[config.mk]
export PLATFORM = sky130hd
export DESIGN_NAME = tone_meter
export DESIGN_NICKNAME = d
export VERILOG_FILES = /design/src/rtl/tone_pkg.sv /design/src/rtl/sig_sync_edge.sv /design/src/rtl/tone_meter.sv
export SDC_FILE = /design/constraint.sdc
export NUM_CORES = 1
export LEC_CHECK = 0
export BUFFER_PORTS_ARGS = -buffer_cell sky130_fd_sc_hd__buf_2
export CAP_MARGIN = 20
export CORE_UTILIZATION = 57
export DETAILED_ROUTE_END_ITERATION = 7
export HOLD_SLACK_MARGIN = 0.12
export PLACE_DENSITY = 0.78
export REMOVE_ABC_BUFFERS = 1
export SETUP_SLACK_MARGIN = 0.2
export SKIP_CTS_REPAIR_TIMING = 1
export SLEW_MARGIN = 20
export SYNTH_ARGS = -nofsm -noshare
export SYNTH_HDL_FRONTEND = slang
export SYNTH_SLANG_ARGS = --single-unit
[constraint.sdc]
create_clock -name clk -period 4 [get_ports clk]
set_input_delay 0.8 -clock clk [delete_from_list [all_inputs] [get_ports clk]]
set_output_delay 0.8 -clock clk [all_outputs]
set_load 0.02 [all_outputs]
[src/rtl/tone_pkg.sv]
// Shared types and default constants for the tone period meter.
package tone_pkg;

    typedef enum logic [1:0] {
        IDLE  = 2'd0,
        ARMED = 2'd1,
        LOCK  = 2'd2
    } state_t;

    localparam int unsigned CNT_W_DEF    = 20;
    localparam int unsigned TIMEOUT_DEF  = 1_000_000;
    localparam int unsigned STABLE_N_DEF = 4;
    localparam int unsigned TOL_DEF      = 8;

endpackage

[src/rtl/sig_sync_edge.sv]
// Three-flop synchroniser for an asynchronous level, with rising-edge detect
// taken from the two settled stages.
module sig_sync_edge (
    input  logic clk,
    input  logic rst,
    input  logic sig_in,
    output logic rise
);

    logic r_s1;
    logic r_s2;
    logic r_s3;

    // NOTE: every flop here is clocked state, so all use non-blocking
    // assignments; the chain is cleared so no stale edge survives a reset.
    always_ff @(posedge clk) begin
        if (!rst) begin
            r_s1 <= 1'b0;
            r_s2 <= 1'b0;
            r_s3 <= 1'b0;
        end else begin
            r_s1 <= sig_in;
            r_s2 <= r_s1;
            r_s3 <= r_s2;
        end
    end

    assign rise = r_s2 & ~r_s3;

endmodule

[src/rtl/tone_meter.sv]
// Measures the period of an external square wave in clk cycles, declares lock
// once consecutive periods agree within TOL, and flags loss after TIMEOUT.
module tone_meter
    import tone_pkg::*;
#(
    parameter int unsigned CNT_W    = CNT_W_DEF,
    parameter int unsigned TIMEOUT  = TIMEOUT_DEF,
    parameter int unsigned STABLE_N = STABLE_N_DEF,
    parameter int unsigned TOL      = TOL_DEF
) (
    input  logic             clk,
    input  logic             rst,
    input  logic             sig_in,
    output logic [CNT_W-1:0] period,
    output logic             period_valid,
    output logic             tone_present,
    output logic             lost
);

    localparam int unsigned        MATCH_W    = $clog2(STABLE_N + 1);
    localparam logic [CNT_W-1:0]   CNT_LAST   = CNT_W'(TIMEOUT - 1);
    localparam logic [CNT_W-1:0]   TOL_C      = CNT_W'(TOL);
    localparam logic [MATCH_W-1:0] MATCH_FULL = MATCH_W'(STABLE_N);
    localparam logic [MATCH_W-1:0] MATCH_ONE  = MATCH_W'(1);

    logic               w_rise;
    logic [CNT_W-1:0]   w_meas;
    logic [CNT_W-1:0]   w_diff;
    logic               w_in_tol;
    logic               w_timeout;
    logic [MATCH_W-1:0] w_match_next;

    state_t             r_state;
    logic [CNT_W-1:0]   r_cnt;
    logic [CNT_W-1:0]   r_prev;
    logic [MATCH_W-1:0] r_match;

    sig_sync_edge u_sync (
        .clk    (clk),
        .rst    (rst),
        .sig_in (sig_in),
        .rise   (w_rise)
    );

    // Period ending on this cycle's edge, and its distance from the last one.
    assign w_meas = r_cnt + CNT_W'(1);
    assign w_diff = (w_meas >= r_prev) ? (w_meas - r_prev) : (r_prev - w_meas);

    // An empty run has no reference period, so its first member never matches.
    assign w_in_tol = (r_match != '0) && (w_diff <= TOL_C);

    assign w_match_next = !w_in_tol               ? MATCH_ONE  :
                          (r_match == MATCH_FULL) ? MATCH_FULL :
                                                    r_match + MATCH_ONE;

    // An edge on the last counted cycle wins over the timeout.
    assign w_timeout = (r_cnt == CNT_LAST) && !w_rise;

    always_ff @(posedge clk) begin
        if (!rst) begin
            r_state      <= IDLE;
            r_cnt        <= '0;
            r_prev       <= '0;
            r_match      <= '0;
            period       <= '0;
            period_valid <= 1'b0;
            tone_present <= 1'b0;
            lost         <= 1'b0;
        end else begin
            // NOTE: pulse outputs default low here, so any branch that does
            // not raise them yields a single-cycle pulse.
            period_valid <= 1'b0;
            lost         <= 1'b0;

            case (r_state)
                IDLE: begin
                    r_cnt <= '0;
                    if (w_rise) begin
                        r_state <= ARMED;
                        r_match <= '0;
                    end
                end

                ARMED: begin
                    if (w_rise) begin
                        r_cnt   <= '0;
                        r_prev  <= w_meas;
                        r_match <= w_match_next;
                        if (w_match_next == MATCH_FULL) begin
                            r_state      <= LOCK;
                            period       <= w_meas;
                            period_valid <= 1'b1;
                            tone_present <= 1'b1;
                        end
                    end else if (w_timeout) begin
                        r_state <= IDLE;
                        r_cnt   <= '0;
                        r_match <= '0;
                    end else begin
                        r_cnt <= r_cnt + CNT_W'(1);
                    end
                end

                LOCK: begin
                    if (w_rise) begin
                        r_cnt   <= '0;
                        r_prev  <= w_meas;
                        r_match <= w_match_next;
                        if (w_in_tol) begin
                            period       <= w_meas;
                            period_valid <= 1'b1;
                        end else begin
                            r_state      <= ARMED;
                            tone_present <= 1'b0;
                        end
                    end else if (w_timeout) begin
                        r_state      <= IDLE;
                        r_cnt        <= '0;
                        r_match      <= '0;
                        tone_present <= 1'b0;
                        lost         <= 1'b1;
                    end else begin
                        r_cnt <= r_cnt + CNT_W'(1);
                    end
                end

                default: begin
                    r_state      <= IDLE;
                    r_cnt        <= '0;
                    r_match      <= '0;
                    tone_present <= 1'b0;
                end
            endcase
        end
    end

endmodule

# --- Word-level counts from Yosys, hierarchy flattened ---
# Cells that the tools add are included.
totals:
  input_bits: 3
  word_cells: 82
  out_inout_bits: 23
  ff_bits: 71
classes:
  n_addsub: 4
  n_mux: 31
  n_reduce_logical: 14
  bitwise_logic: 6
  n_eq_ne: 14
  magnitude_cmp: 2
ops:
  columns: ["op", "n"]
  rows:
  - ["$mux 20", 5]
  - ["$pmux 20 s2", 1]
  - ["$sub 20x20->20", 2]
  - ["$add 20x1->20 const B", 1]
  - ["$eq 20x20->1 const B", 1]
  - ["$ge 20x20->1", 1]
  - ["$le 20x4->1 const B", 1]
  - ["$mux 3", 5]
  - ["$mux 2", 6]
  - ["$mux 1", 10]
  - ["$ne 2x2->1 const B", 5]
  - ["$reduce_and 5->1", 2]
  - ["$ne 3x3->1 const B", 3]
  - ["$eq 3x3->1 const B", 2]
  - ["$pmux 2 s3", 1]
  - ["$pmux 3 s2", 1]
  - ["$not 1->1", 5]
  - ["$reduce_and 2->1", 2]
  - ["$reduce_or 4->1", 1]
  - ["$add 3x1->3 const B", 1]
  - ["$ne 3x1->1 const B", 1]
  - ["$pmux 1 s3", 1]
  - ["$reduce_and 3->1", 1]
  - ["$reduce_bool 3->1", 1]
  - ["10 further kinds", 11]

# --- Longest topological paths before layout ---
# Gate-level depths: netlist (run 1).
depth:
  ltp_word: 10
  mapped_depth: 21
  depth_no_buf: 19

# --- Cells and area by module ---
# A second synthesis (run 1) with hierarchy kept.
unflattened:
  cells_unflattened: 642
  hier_area_um2: 5123.7
by_module_without_submodules:
  columns: ["mod", "instances", "area_each_um2", "seq_area_each_um2", "cells_per_inst"]
  rows:
  - ["tone_meter", 1, 5031.1, 1361.3, 635]
  - ["sig_sync_edge", 1, 92.6, 60.1, 7]

# --- Least setup slack after synthesis (run 1) ---
# Ideal clock, no wire load.
synth_timing:
  kind: "register to register"
  startpoint: "register r_cnt[9]"
  endpoint: "register period[0]"
  path_buffers: 1
  path_stages_with_launch: 21
  slack_ns: -0.183
  setup_time_ns: 0.116
  period_less_slack_ns: 4.183
  required_ns: 3.884
  arrival_time_ns: 4.067
  cell_sequence: "dfxtp_1 > and3_1 > and3_1 > nand3_1 > nor3_1 > and3_1 > xnor2_1 > inv_1 > ha_1 > nand2_1 > o21ai_0 > nor4_1 > and3_4 > or4_4 > nand3_1 > nor3b_2 > o211ai_2 > nor3_2 > buf_6 > mux2i_1 > nor2b_1"
synth_via:
  elab_chain_len: 9
synth_rtl:
  columns: ["item", "line", "text"]
  rows:
  - ["start, declared", "tone_meter.sv:34", "logic [CNT_W-1:0] r_cnt;"]
  - ["start signal, assigned", "tone_meter.sv:100", "r_cnt <= r_cnt + CNT_W'(1);"]
  - ["start signal, assigned", "tone_meter.sv:123", "r_cnt <= r_cnt + CNT_W'(1);"]
  - ["$add 20x1->20 *", "tone_meter.sv:46", "assign w_meas = r_cnt + CNT_W'(1);"]
  - ["named net w_meas[18]", "tone_meter.sv:27", "logic [CNT_W-1:0] w_meas;"]
  - ["$sub 20x20->20 / $ge 20x20->1 (equally long branches)", "tone_meter.sv:47", "assign w_diff = (w_meas >= r_prev) ? (w_meas - r_prev) : (r_prev - w_meas);"]
  - ["$mux 20 *", "tone_meter.sv:47", null]
  - ["$le 20x4->1 *", "tone_meter.sv:50", "assign w_in_tol = (r_match != '0) && (w_diff <= TOL_C);"]
  - ["$logic_and 1x1->1 *", "tone_meter.sv:50", null]
  - ["$mux 3", "tone_meter.sv:52", "assign w_match_next = !w_in_tol ? MATCH_ONE :"]
  - ["$eq 3x3->1", "tone_meter.sv:89", "if (w_match_next == MATCH_FULL) begin"]
  - ["$ne 2x2->1 (no source line)", null, null]
  - ["$reduce_and 5->1 (no source line) *", null, null]
  - ["end signal, assigned", "tone_meter.sv:91", "period <= w_meas;"]
  - ["end signal, assigned", "tone_meter.sv:110", "period <= w_meas;"]
  - ["end, declared", "tone_meter.sv:14", "output logic [CNT_W-1:0] period,"]
# The timed path passes the listed nets; every way through them passes the cells marked *.
# A chain may end at the register's enable or synchronous reset.

# --- Worst setup path in the final report (run 1) ---
layout_timing:
  startpoint: "register r_cnt[3]"
  endpoint: "register period[10]"
# Same word-level chain as after synthesis.

==> flow_metrics.py, run 1 <==
metrics = {
    "final_layout": {
        "final_cells": 994,
        "final_area_um2": 7560,
        "antenna_cells": 0,
        "fin_nets": 927,
        "syn2layout_area_growth_pct": 40.4,
        "n_fill_cell": 584,
        "drive_above_1_share_pct": 34.5,
        "finalCoreUtilization_pct": 82.2,
    },
    "floorplan": {
        "dieHeight_um": 99.2,
        "dieWidth_um": 99.2,
        "fp-row-count": 35,
        "num_io_pins": 26,
        "die-area_um2": 9840,
        "start_util_pct": 58.5,
        "core_area_um2": 9200,
    },
    "logic_synthesis": {
        "yosysTopAreaCell": "dfxtp_1",
        "synth.top_cells.by_area": "dfxtp_1 26%, ha_1 11%, a21oi_1 5.1%",
        "synthTopCellsByCount": "71 x dfxtp_1, 61 x nand2_1, 61 x nor2_1",
        "ys_seq_elements": 71,
        "synth_edf_count": 0,
        "syn_avg_cell_area_um2": 7.86,
        "synthCells": 685,
        "yosysTopAreaCellShare_pct": 26.4,
        "netlist_area_um2": 5380,
        "synthDistinctLibCells": 67,
        "synth_most_common_cell": "dfxtp_1",
        "seq_area_frac_synth_pct": 26.4,
        "yosys_warnings": 0,
        "async_reset_ff_share_pct": 0,
        "ys.flop_type": "dfxtp_1",
    },
    "critical_path": {
        "slowest_stage": "or4_4",
        "cp_max_fo": 6,
        "worstReg2RegStart": "r_cnt[3]",
        "cp_num_buf_inv": 4,
        "r2r-end": "period[10]",
        "slowest_delay_ns": 0.55,
        "cp.required_ns": 4.25,
        "worst_setup_path_end_kind": "flip-flop",
        "crit_path_frequent_cell": "and3_4",
        "crit_type": "reg2reg",
        "rrSetupSlack_ns": -0.75,
        "r2r_cells": 19,
        "crit_path_start": "r_cnt[3]",
        "crit_chain": "and3_4 -> buf_4 -> and3_4 -> nand3_1 -> xor2_1 -> inv_1 -> ha_4 -> nand4_1 -> buf_4 -> a211o_1 -> and3_4 -> or4_4 -> nand3_2 -> nor3b_4 -> o211ai_2 -> nor3_4 -> clkbuf_16 -> mux2i_1 -> nor2b_1",
        "arrival_ns": 4.99,
        "cp-start-kind": "flip-flop",
        "cpLargestDelayFamily": "simple AND/OR/NAND/NOR gates",
    },
    "global_routing": {
        "busiest_layer": "met2",
        "grtUsageTotal_pct": 36.1,
        "grt_pass1_vias": 5693,
        "grtUsageMet3_pct": 5.20,
        "grt_max_degree": 53,
        "grt_pass1_wl_um": 27900,
        "antenna_found_initial": 0,
        "grt_overflow": 0,
        "grtUsageMet1_pct": 46.6,
        "met2_usage_pct": 61.2,
    },
    "power": {
        "switching_share_pct": 42.6,
        "p_leak_nw": 3.63,
        "ir_worst_vdd_uv": 249,
        "intPower_mw": 1.90,
        "comb_power_share_pct": 60.3,
        "pwr-share-clk_pct": 16.9,
        "pwr_density_cell_nw_per_um2": 439,
        "seq_power_share_pct": 22.8,
        "fin_total_pwr_mw": 3.32,
        "switchingPower_mw": 1.42,
    },
    "run_status": {
        "violations": "negative setup slack",
        "status": "complete, but fails checks",
    },
    "timing": {
        "rsz0062_at_grt": "yes",
        "slew-limit-headroom_pct": 20.9,
        "fin_setup_tns_ns": -16.86,
        "clock.fmax_ghz": 0.211,
        "tightestPinTransition_ns": 1.19,
        "finalWorstSetupSlack_ns": -0.748,
        "final-hold-violation-count": 0,
        "slew_violations": 0,
        "fin_skew_ns": 0.0144,
        "fin_crit_sh_pct": 119,
        "holdWs_ns": 0.459,
        "fin_crit_ns": 4.75,
        "setup_viol": 27,
    },
    "worst_hold_path": {
        "min_from": "u_sync.r_s1",
        "hold-path-endpoint": "u_sync.r_s2",
        "hold_depth": 1,
        "min_path_type": "reg2reg",
    },
    "placed_design": {
        "pre_cts_ws_ns": -0.868,
        "postPlaceCellArea_um2": 6890,
        "dp_cells": 969,
        "dp_hpwl_um": 13600,
        "io_buffers": 25,
        "gp_congestion": 0.990,
    },
    "drt": {
        "vias": 6131,
        "wl_um": 19800,
        "firstDrtPassIters": 7,
        "wl_per_cell_um": 19.9,
        "drcViolationCount": 0,
        "via_per_inst": 6.17,
        "ant_nets": 0,
        "drt_iter0_drc": 580,
    },
    "clock_network": {
        "cts_buffers": 9,
        "cts_tree": "yes",
        "root_buffer": "clkbuf_8",
        "cts.sinks": 71,
        "cts_buffer_depth": 2,
        "clk_pin_slew_worst_paths_ns": 0.10,
        "htree_num_levels": 3,
        "clk_latency_ns": 0.37,
    },
    "job": {
        "max_cap_viol_count": 0,
    },
}
worst max path at each step:
stage / cells past startpoint / end / slack [ns]
4_1_cts: 22 / period[8] / -0.89
5_1_grt: 20 / period[10] / -0.88
2_1_floorplan: 19 / period[0] / -1.05
3_3_place_gp: 22 / period[8] / -0.73
3_5_place_dp: 22 / period[8] / -0.87
6_report: 19 / period[10] / -0.75
cell type report:
| class | count | area [um2] | area share, % |
|---|---|---|---|
| timing repair buffer | 218 | 1620 | 21.5 |
| clock buffer | 10 | 128 | 1.69 |
| multi-input combinational | 532 | 4020 | 53.2 |
| clock inverter | 6 | 45.0 | 0.596 |
| inverter | 46 | 173 | 2.29 |
| sequential | 71 | 1430 | 18.9 |
| tap | 111 | 139 | 1.84 |
per-layer routing:
metal  up-vias  routed length [um]  share of wire [%]
met4         0                 811                4.1
li1       2798                   -                  -
met1      2906                8100                 41
met5         -                   0                  0
met3        84                1420                7.1
met2       343                9500                 48
cells by family after synthesis:
kind of cell | Yosys count | synth area share, %
multiplexers | 25 | 4.65
XOR/XNOR | 38 | 6.18
buffers and inverters | 82 | 6.35
AO/OA/AOI/OAI | 180 | 23.0
adder cells (fa/ha/maj) | 46 | 10.7
AND/OR/NAND/NOR | 243 | 22.7
flip-flops | 71 | 26.4
power by group through the flow:
| stage | combinational, mW | sequential, mW | clock (mW) |
|---|---|---|---|
| 2_1_floorplan | 1.05 | 0.764 | 0 |
| 3_5_place_dp | 1.79 | 0.771 | 0 |
| 5_1_grt | 2.15 | 0.758 | 0.591 |
| 3_3_place_gp | 1.75 | 0.767 | 0 |
| 4_1_cts | 1.80 | 0.753 | 0.552 |
| 6_report | 2.00 | 0.757 | 0.560 |
layout by cell type, fill, tap and decap left out, types with 12 or more instances in the layout:
cell type,count
nor2b_1,29
buf_4,188
ha_1,38
inv_1,43
buf_2,25
xnor2_1,18
o211a_1,21
mux2i_1,24
a21oi_1,50
nand2_1,59
xor2_1,13
o21ai_0,23
nand4_1,12
dfxtp_1,65
nor2_1,58
worst register-to-register path: stages, from the launching register on:
cell	delay (ns)
dfxtp_2	0.37
and3_4	0.19
buf_4	0.12
and3_4	0.21
nand3_1	0.13
xor2_1	0.27
inv_1	0.15
ha_4	0.31
nand4_1	0.21
buf_4	0.21
a211o_1	0.26
and3_4	0.23
or4_4	0.55
nand3_2	0.08
nor3b_4	0.26
o211ai_2	0.17
nor3_4	0.36
clkbuf_16	0.25
mux2i_1	0.23
nor2b_1	0.08
sequential cells by signal, summed over array words and instances (netlist names):
name and flops:
period 20, r_cnt 20, r_prev 20, r_match 3, r_state 2, lost 1
period_valid 1, tone_present 1, u_sync.r_s1 1, u_sync.r_s2 1, u_sync.r_s3 1
(Power assumes the default switching activity.)
==> inputs of run 2 (changes only) <==
--- a/config.mk
+++ b/config.mk
@@ -7,6 +7,7 @@
 export LEC_CHECK = 0
 export BUFFER_PORTS_ARGS = -buffer_cell sky130_fd_sc_hd__buf_2
 export CAP_MARGIN = 20
+export CORE_MARGIN = 5
 export CORE_UTILIZATION = 57
 export DETAILED_ROUTE_END_ITERATION = 7
 export HOLD_SLACK_MARGIN = 0.12
@@ -14,7 +15,7 @@
 export REMOVE_ABC_BUFFERS = 1
 export SETUP_SLACK_MARGIN = 0.2
 export SKIP_CTS_REPAIR_TIMING = 1
-export SLEW_MARGIN = 20
+export SLEW_MARGIN = 15
 export SYNTH_ARGS = -nofsm -noshare
 export SYNTH_HDL_FRONTEND = slang
 export SYNTH_SLANG_ARGS = --single-unit
==> flow_metrics.py, run 2 (synthesis results as in run 1) <==
metrics = {
    "run_status": {
        "status": "complete, but fails checks",
        "violations": "negative setup slack",
    },
    "timing": {
        "clock.fmax_ghz": 0.218,
        "tightestPinTransition_ns": 0.831,
        "holdWs_ns": 0.444,
        "finalWorstSetupSlack_ns": -0.584,
        "setup_viol": 27,
        "fin_setup_tns_ns": -12.39,
        "slew_violations": 0,
        "fin_skew_ns": 0.0102,
        "slew-limit-headroom_pct": 44.6,
        "fin_crit_ns": 4.58,
        "fin_crit_sh_pct": 115,
        "final-hold-violation-count": 0,
        "rsz0062_at_grt": "yes",
    },
    "clock_network": {
        "clk_latency_ns": 0.36,
        "cts_buffers": 9,
        "cts.sinks": 71,
        "cts_buffer_depth": 2,
        "htree_num_levels": 3,
        "cts_tree": "yes",
        "clk_pin_slew_worst_paths_ns": 0.08,
        "root_buffer": "clkbuf_8",
    },
    "critical_path": {
        "cp-start-kind": "flip-flop",
        "crit_chain": "nand3_4 -> nor2_4 -> buf_4 -> nand2_1 -> xor2_1 -> inv_1 -> ha_1 -> buf_4 -> nand4_1 -> nor2b_1 -> a21oi_1 -> buf_4 -> xor2_1 -> nand4_1 -> a21oi_2 -> o21ai_1 -> nor3_4 -> buf_12 -> mux2i_2 -> nor2b_1",
        "crit_path_frequent_cell": "buf_4",
        "cp_max_fo": 6,
        "cp.required_ns": 4.24,
        "cp_num_buf_inv": 5,
        "crit_type": "reg2reg",
        "worst_setup_path_end_kind": "flip-flop",
        "cpLargestDelayFamily": "simple AND/OR/NAND/NOR gates",
        "slowest_delay_ns": 0.64,
        "slowest_stage": "dfxtp_1",
        "arrival_ns": 4.83,
    },
    "final_layout": {
        "drive_above_1_share_pct": 35.7,
        "reg.largest.list": "period (20), r_cnt (20), r_prev (20)",
        "syn2layout_area_growth_pct": 41.1,
        "seq_area_um2": 1430,
        "final_cell_mix": "183 x buf_4, 67 x dfxtp_1, 59 x nand2_1, 58 x nor2_1, 48 x a21oi_1",
        "layout_commonest_cell": "buf_4",
        "fin_nets": 921,
        "antenna_cells": 0,
        "finalCoreUtilization_pct": 82.2,
        "final_cells": 1005,
        "multi_input_area_um2": 4050,
        "final_area_um2": 7600,
        "n_fill_cell": 581,
    },
    "worst_hold_path": {
        "min_path_type": "reg2reg",
    },
    "drt": {
        "wl_per_cell_um": 19.4,
        "wl_met1_um": 7970,
        "top_layer": "met4",
        "drcViolationCount": 0,
        "dr_wl_met2_um": 9270,
        "ant_nets": 0,
        "firstDrtPassIters": 6,
        "via_per_inst": 6.05,
        "wl_um": 19500,
        "wl_met3_um": 1560,
        "vias": 6078,
        "drt_iter0_drc": 651,
    },
    "placed_design": {
        "dp_cells": 974,
        "gp_congestion": 0.951,
        "postPlaceCellArea_um2": 6820,
        "io_buffers": 25,
        "dp_hpwl_um": 13000,
        "pre_cts_ws_ns": -0.592,
    },
    "global_routing": {
        "grt_overflow": 0,
        "grt_pass1_vias": 5640,
        "antenna_found_initial": 0,
        "grt_pass1_wl_um": 27300,
        "grtUsageTotal_pct": 29.6,
        "grt_max_degree": 53,
    },
    "job": {
        "max_cap_viol_count": 0,
    },
    "floorplan": {
        "dieWidth_um": 107,
        "start_util_pct": 58.3,
        "die-area_um2": 11500,
        "num_io_pins": 26,
        "core_area_um2": 9240,
        "dieHeight_um": 107,
        "fp-row-count": 35,
    },
    "power": {
        "ir_worst_vdd_uv": 255,
        "pwr_density_cell_nw_per_um2": 440,
        "fin_total_pwr_mw": 3.34,
        "p_leak_nw": 3.62,
    },
}
## run 2: changes by cell type in the layout (fill, tap and decap cells not counted), sizes merged
cell,delta
buf,-6
bufinv,+2
clkinv,+2
clkinvlp,-2
inv,-2
clkbuf,-1
## run 2: final timing paths
kind,to,cells past startpoint,startpoint,slack (ns)
worst max-delay path,period[13],20,r_cnt[5],-0.58
worst min-delay path,u_sync.r_s2,1,u_sync.r_s1,0.44
worst max register to register,period[13],20,r_cnt[5],-0.58
worst min register to register,u_sync.r_s2,1,u_sync.r_s1,0.44
## run 2: report_power, final
group          leakage, nW  internal (mW)  total (mW)  switching, mW
Clock                0.105          0.347       0.659          0.312
Combinational         2.94          0.886        1.93           1.04
Sequential           0.575          0.730       0.754         0.0243
## run 2: layout make-up
| class | instances | area share [%] |
|---|---|---|
| inverters | 46 | 2.27 |
| flip-flops and latches | 71 | 18.8 |
| clock inverters | 6 | 1.14 |
| well taps | 129 | 2.12 |
| repair buffers | 212 | 20.7 |
| clock buffers | 9 | 1.63 |
| multi-input cells | 532 | 53.3 |
## run 2: per-layer routing
layer | up-vias | global-route usage (%)
li1 | 2775 | -
met1 | 2885 | 39.0
met2 | 340 | 49.2
met3 | 78 | 5.00
met4 | 0 | 9.22
met5 | - | 0
